**config.mk**
```make
export PLATFORM = sky130hd
export DESIGN_NAME = n_out_port_alloc_ctrl
export DESIGN_NICKNAME = d
export VERILOG_FILES = /design/src/rtl/n_out_port_alloc_ctrl.sv
export SDC_FILE = /design/constraint.sdc
export NUM_CORES = 1
export LEC_CHECK = 0
export CORE_MARGIN = 5
export CORE_UTILIZATION = 39
export CTS_CLUSTER_SIZE = 10
export DETAILED_ROUTE_END_ITERATION = 16
export GPL_TIMING_DRIVEN = 0
export PLACE_DENSITY = 0.75
export SYNTH_ARGS = -nofsm -noshare
export SYNTH_HDL_FRONTEND = slang
export SYNTH_SLANG_ARGS = --single-unit
```
**constraint.sdc**
```tcl
create_clock -name clk -period 2 [get_ports clk]
set_clock_uncertainty 0.15 [all_clocks]
set_input_delay 0.2 -clock clk [delete_from_list [all_inputs] [get_ports clk]]
set_output_delay 0.2 -clock clk [all_outputs]
set_load 0.05 [all_outputs]
```
**src/rtl/n_out_port_alloc_ctrl.sv**
```systemverilog
// North output port allocator: packet-level round-robin over s/w/e/l inputs,
// crossbar lock from head to tail, and downstream credit flow control.
module n_out_port_alloc_ctrl #(
  parameter int CREDIT_MAX = 4,
  parameter int CREDIT_W   = 3
) (
  input  logic                clk,
  input  logic                reset,
  input  logic [3:0]          req_i,
  input  logic [3:0]          flit_valid_i,
  input  logic [3:0]          tail_i,
  input  logic                credit_return_i,
  output logic [3:0]          grant_o,
  output logic [2:0]          xbar_sel_o,
  output logic [3:0]          flit_pop_o,
  output logic                out_valid_o,
  output logic [CREDIT_W-1:0] credit_cnt_o,
  output logic [1:0]          rr_ptr_o,
  output logic                change_order_o,
  output logic                busy_o
);

  localparam logic [CREDIT_W-1:0] CREDIT_RST = CREDIT_W'(CREDIT_MAX);

  typedef enum logic {IDLE, LOCKED} state_t;

  state_t              state_q, state_d;
  logic [3:0]          grant_q, grant_d;
  logic [2:0]          sel_q, sel_d;
  logic [CREDIT_W-1:0] credit_q, credit_d;
  logic [1:0]          rr_ptr_q, rr_ptr_d;
  logic                chg_q, chg_d;
  logic                xfer;
  logic                xfer_tail;
  logic [1:0]          win_idx;
  logic [1:0]          g_idx;

  // Pointer index i (0=s..3=l) corresponds to request bit 3-i.
  function automatic logic [1:0] rr_pick(input logic [3:0] req, input logic [1:0] ptr);
    logic [1:0] idx;
    logic       found;
    rr_pick = ptr;
    found   = 1'b0;
    for (int k = 0; k < 4; k++) begin
      idx = ptr + 2'(k);
      if (!found && req[2'd3 - idx]) begin
        rr_pick = idx;
        found   = 1'b1;
      end
    end
  endfunction

  function automatic logic [CREDIT_W-1:0] credit_next(input logic [CREDIT_W-1:0] cnt,
                                                      input logic dec, input logic inc);
    credit_next = cnt;
    if (dec && !inc)
      credit_next = cnt - 1'b1;
    else if (inc && !dec && cnt != CREDIT_RST)
      credit_next = cnt + 1'b1;
  endfunction

  always_comb begin
    g_idx = 2'd0;
    unique case (grant_q)
      4'b1000: g_idx = 2'd0;
      4'b0100: g_idx = 2'd1;
      4'b0010: g_idx = 2'd2;
      4'b0001: g_idx = 2'd3;
      default: g_idx = 2'd0;
    endcase
  end

  // grant_q is zero outside LOCKED, so masking by it also gates on state.
  assign xfer      = (state_q == LOCKED) && |(grant_q & flit_valid_i) && (credit_q != '0);
  assign xfer_tail = xfer && |(grant_q & tail_i);
  assign win_idx   = rr_pick(req_i, rr_ptr_q);

  always_comb begin
    state_d  = state_q;
    grant_d  = grant_q;
    sel_d    = sel_q;
    rr_ptr_d = rr_ptr_q;
    chg_d    = 1'b0;
    credit_d = credit_next(credit_q, xfer, credit_return_i);
    unique case (state_q)
      IDLE: begin
        if (|req_i) begin
          state_d = LOCKED;
          grant_d = 4'b1000 >> win_idx;
          sel_d   = 3'(win_idx) + 3'd1;
        end
      end
      LOCKED: begin
        if (xfer_tail) begin
          state_d  = IDLE;
          grant_d  = 4'b0000;
          sel_d    = 3'd0;
          rr_ptr_d = g_idx + 2'd1;
          chg_d    = 1'b1;
        end
      end
      default: state_d = IDLE;
    endcase
  end

  always_ff @(posedge clk or posedge reset) begin
    if (reset) begin
      state_q  <= IDLE;
      grant_q  <= 4'b0000;
      sel_q    <= 3'd0;
      credit_q <= CREDIT_RST;
      rr_ptr_q <= 2'd0;
      chg_q    <= 1'b0;
    end else begin
      state_q  <= state_d;
      grant_q  <= grant_d;
      sel_q    <= sel_d;
      credit_q <= credit_d;
      rr_ptr_q <= rr_ptr_d;
      chg_q    <= chg_d;
    end
  end

  assign grant_o        = grant_q;
  assign xbar_sel_o     = sel_q;
  assign flit_pop_o     = xfer ? grant_q : 4'b0000;
  assign out_valid_o    = xfer;
  assign credit_cnt_o   = credit_q;
  assign rr_ptr_o       = rr_ptr_q;
  assign change_order_o = chg_q;
  assign busy_o         = (state_q == LOCKED);

endmodule

```
# --- Word-level counts from Yosys, hierarchy flattened ---
# Index checks and enable logic that the tools add are counted.
classes:
  addsub: 11
  mul: 0
  div: 0
  n_lt_le_gt_ge: 4
  eq_ne: 6
  n_shift: 1
  n_mux: 29
  n_bitwise: 3
  n_reduce_logical: 21
op_table:
  columns: ["operator", "count"]
  rows:
  - ["$lt A2 B3 Y1 const B", 4]
  - ["$mux W3", 4]
  - ["$mux W4", 3]
  - ["$reduce_or A4 Y1", 3]
  - ["$mux W1", 11]
  - ["$logic_and A1 B1 Y1", 9]
  - ["$and A4 B4 Y4", 2]
  - ["$bmux W1 S2", 4]
  - ["$pmux W4 S2", 1]
  - ["$sub A2 B2 Y2 const A", 4]
  - ["$mux W2", 3]
  - ["$pmux W2 S3", 1]
  - ["$pmux W3 S2", 1]
  - ["$logic_not A1 Y1", 5]
  - ["$add A2 B1 Y2 const B", 2]
  - ["$add A2 B2 Y2 const B", 2]
  - ["$eq A4 B1 Y1 const B", 1]
  - ["$eq A4 B2 Y1 const B", 1]
  - ["$eq A4 B3 Y1 const B", 1]
  - ["$reduce_and A2 Y1", 2]
  - ["$shr A4 B2 Y4 const A", 1]
  - ["$add A2 B1 Y3 const B", 1]
  - ["$add A3 B1 Y3 const B", 1]
  - ["$ne A3 B3 Y1 const B", 1]
  - ["other kinds (7)", 7]
totals:
  reg_bits: 14
  latchBits: 0
  ramBits: 0
  romBits: 0
  out_inout_bits: 19
  wordCells: 81
  mem_count: 0

# --- Longest topological paths before layout ---
depth:
  word_depth: 16
  depth_mapped: 9
  mapped_depth_nobuf: 8

# --- Worst setup path before layout ---
# OpenSTA, ideal clock, no wires.
synth_timing:
  path_type: "register -> register"
  start: "reg grant_q[3], in the netlist grant_o[3]"
  end: "reg credit_q[2], in the netlist credit_cnt_o[2]"
  arrival_time_ps: 2432
  required_time_ps: 1761
  setup_slack_ps: -671
  stages_incl_launch_ff: 10
  synth_period_minus_slack_ps: 2671
  path_cell_list: "dfrtp_1 a22oi_1 a21oi_2 buf_2 nand2b_1 fa_1 inv_1 nor2_1 and3_1 a211oi_1"
synth_between:
  elab_chain_cells: 8
synth_lines:
  columns: ["item", "line", "source"]
  rows:
  - ["start: declaration", "28", "logic [3:0] grant_q, grant_d;"]
  - ["start signal: assignment", "116", "grant_q <= grant_d;"]
  - ["$and A4 B4 Y4 (*)", "74", "assign xfer = (state_q == LOCKED) && |(grant_q & flit_valid_i) && (credit_q != '0);"]
  - ["$reduce_or A4 Y1 (*)", "74", null]
  - ["$logic_and A1 B1 Y1 (*) (2 in series)", "74", null]
  - ["via out_valid_o", "16", "output logic out_valid_o,"]
  - ["$logic_not A1 Y1", "58", "else if (inc && !dec && cnt != CREDIT_RST)"]
  - ["$logic_and A1 B1 Y1 (2 in series)", "58", null]
  - ["$reduce_bool A2 Y1 (no line)", null, null]
  - ["end signal: assignment", "118", "credit_q <= credit_d;"]
  - ["end: declaration", "30", "logic [CREDIT_W-1:0] credit_q, credit_d;"]
# Mark *: on every way through the listed nets, which the timed path passes. The rest lies on a longest branch.
# A chain may end at the register's enable or synchronous reset.

# --- Worst setup path after layout ---
layout_timing:
  start: "reg credit_q[2], in the netlist credit_cnt_o[2]"
  end: "reg credit_q[1], in the netlist credit_cnt_o[1]"
layout_between:
  elab_chain_cells: 6
layout_lines:
  columns: ["item", "line"]
  rows:
  - ["$reduce_bool A3 Y1", "74"]
  - ["$logic_and A1 B1 Y1", "74"]
  - ["$logic_not A1 Y1", "58"]
  - ["$logic_and A1 B1 Y1 (2 in series)", "58"]
  - ["$reduce_bool A2 Y1 (no line)", null]
# Parallel ways exist; a longest one is shown, timed or not.

==> results.json <==
{
  "crit_slowest_cell": "dfstp_4",
  "fmax_mhz": 476.1,
  "hold_violations": 0,
  "path_cells": "o31ai_4 > a21oi_4 > buf_6 > nand2b_4 > fa_2 > mux2i_1 > a21o_1",
  "p_comb_frac": 0.709,
  "die_w_um": 57.66,
  "grt_antenna_before_repair": 0,
  "min_period_ns": 2.100,
  "cts-root-buf": "clkbuf_4",
  "hp-class": "in2async",
  "cpPeakStageDelay_ns": 0.64,
  "fin_nets": 166,
  "regToRegSetupSlack_ns": -0.10,
  "ys_types": 32,
  "cts_made_buffers": 3,
  "dieArea_um2": 3325,
  "worstPathArrival_ns": 2.12,
  "grt_pass1_vias": 844,
  "routed_via_density": 5.139,
  "route.vias.total": 889,
  "syn_inst": 100,
  "grt_overflow": 0,
  "path_buf_inv": 1,
  "synthToLayoutAreaGrowth_pct": 61.16,
  "numClockSinks": 13,
  "final-setup-viol-count": 2,
  "drive_gt1_frac": 0.3310,
  "cts_tree": "built",
  "worstSetupPathType": "reg2reg",
  "h-tree-depth": 1,
  "core_um2": 2191,
  "power.density_nw_per_um2": 1780,
  "power.switching_w": 0.001316,
  "grt_pass1_wl_mm": 3.857,
  "port_buffers": 32,
  "p_clk_frac": 0.061,
  "grt_max_degree": 14,
  "cts.path.max_buffers": 2,
  "num_antenna_cells": 0,
  "violations": "negative setup slack",
  "critPathRequiredTime_ns": 2.02,
  "syn_nets": 120,
  "fin_crit_sh": 1.050,
  "clock_latency_ns": 0.27,
  "drtAntennaViolNets": 0,
  "ys_seq_elements": 13,
  "p_sw_frac": 0.5181,
  "rsz0062_at_grt": "yes",
  "dp_hpwl_mm": 1.720,
  "wirelength_mm": 2.312,
  "yosys_warnings": 0,
  "cp_max_fo": 8,
  "p_int_w": 0.001224,
  "cap_violations": 0,
  "ir_worst_vdd_mv": 1.173,
  "cts_hold_buf": 0,
  "core.rowCount": 17,
  "cp_top_family": "flip-flops",
  "dieHeight_um": 57.66,
  "fin_ws_ns": -0.1005,
  "gp_congestion": 0.7407,
  "drv_slew": 0,
  "wl_per_cell_um": 13.36,
  "max-slew-margin-rel": 0.6667,
  "fin_util": 0.6516,
  "crit_path_start_kind": "flip-flop",
  "grt.total_usage": 0.1427,
  "sequentialPowerShare": 0.229,
  "avgSynthCellArea_um2": 8.859,
  "p_leak_nw": 0.6393,
  "clk_pin_slew_worst_paths_ns": 0.07,
  "endpoint_kind": "flip-flop",
  "post-route-drc-count": 0,
  "drt_iter0_markers": 11,
  "whs_ns": 0.09197,
  "synth_area_um2": 885.9,
  "ios": 34,
  "outcome": "finished with violations",
  "start_util": 0.4043,
  "tightestPinTransition_ns": 0.4984,
  "synth_seq_area_share": 0.3686,
  "dr.pass1.iters": 4
}
[repair_timing]
| item | in CTS | in global routing |
|---|---|---|
| pin swaps | 2 | 1 |
| setup buffers | 3 | 6 |
| endpoints found under the setup margin | 9 | 11 |
| cloned | 0 | 0 |
| resized for setup | 33 | 16 |
[per-layer routing]
metal	vias up	wire, um	global-route usage
li1	441	-	-
met1	424	1009	0.1766
met2	24	1121	0.2484
met3	0	181	0.05791
met4	0	0	0
met5	-	0	0
[cell usage after synthesis (all sizes together)]
cell type  instances  area share
nand2b             2       0.014
nor2               6       0.025
mux2               2       0.025
mux2i              3       0.034
nand2             10       0.042
xnor2              2       0.020
a21oi              7       0.044
clkbuf             3       0.013
xor2               1      0.0099
a21bo              1       0.011
a21boi             1       0.021
nor3               2       0.011
a211oi             1      0.0085
and3               1      0.0071
o22ai              4       0.028
o2111ai            1      0.0099
buf                2       0.014
o31ai              1      0.0085
dfrtp             12        0.34
a22oi              4       0.034
dfstp              1       0.030
a221oi             2       0.020
o21ai              8       0.045
fa                 1       0.023
o22a               1      0.0099
ha                 4       0.056
and2               4       0.028
inv               10       0.042
a21o               3       0.025
[cell type report]
class,count,area (um2)
tap,28,35.03
sequential,13,340.3
multi-input combinational,72,569.3
inverter,10,37.54
buffer,5,31.28
timing repair buffer,41,387.9
clock buffer,4,26.28
fill,181,763.2
[final timing paths]
check | to | cells past startpoint | start
max | credit_cnt_o[1]$_DFFE_PP0P_ | 7 | credit_cnt_o[2]$_DFFE_PP1P_
min | grant_o[1]$_DFFE_PP0P_ | 2 | reset
max reg2reg | credit_cnt_o[1]$_DFFE_PP0P_ | 7 | credit_cnt_o[2]$_DFFE_PP1P_
min reg2reg | xbar_sel_o[0]$_DFFE_PP0P_ | 2 | xbar_sel_o[0]$_DFFE_PP0P_
max in group asynchronous | credit_cnt_o[0]$_DFFE_PP0P_ | 2 | reset
min in group clk | credit_cnt_o[0]$_DFFE_PP0P_ | 3 | credit_return_i
[metrics by stage]
stage	setup slack, ns	cell area (um2)	cells	power, W	setup TNS, ns
after floorplan	-0.3204	939.7	100	0.001716	-0.6181
after global placement	-0.4998	1295	160	0.002159	-3.531
after detailed placement	-0.5094	1295	160	0.002198	-3.861
after CTS	-0.09087	1356	167	0.002454	-0.1814
after global routing	-0.1833	1428	173	0.002723	-0.3561
final	-0.1005	1428	173	0.002541	-0.1930
[registers in the layout, indices dropped and copies added (netlist names)]
name,count
busy_o,1
rr_ptr_o,2
xbar_sel_o,3
credit_cnt_o,3
grant_o,3
change_order_o,1
[cell families after synthesis]
kind of cell / share of synthesized area
xor+xnor: 0.02967
flops: 0.3687
buf+inv: 0.06921
mux: 0.05932
simple gates: 0.1285
compound gates: 0.2656
fa+ha+maj: 0.07910
[placed cells by master, fill, tap and decap left out, drive strengths merged, types with 2 or more instances in the layout]
cell type      Yosys  final
a21o               3      3
a21oi              7      7
a221oi             2      2
a22oi              4      4
and2               4      4
buf                2     16
clkbuf             3      7
clkdlybuf4s50      0     24
dfrtp             12     12
dlygate4sd2        0      2
ha                 4      4
inv               10     10
mux2               2      2
mux2i              3      3
nand2             10     10
nand2b             2      2
nor2               6      6
nor3               2      2
o21ai              8      8
o22ai              4      4
xnor2              2      2
[power groups by stage]
| stage | Sequential, W | Clock, W | Combinational, W |
|---|---|---|---|
| 3_5_place_dp | 0.000587 | 0 | 0.00161 |
| 6_report | 0.000582 | 0.000156 | 0.00180 |
| 2_1_floorplan | 0.000951 | 0 | 0.000765 |
| 4_1_cts | 0.000583 | 0.000160 | 0.00171 |
| 3_3_place_gp | 0.000582 | 0 | 0.00158 |
| 5_1_grt | 0.000608 | 0.000176 | 0.00194 |
Power figures use the tool's default switching activity.
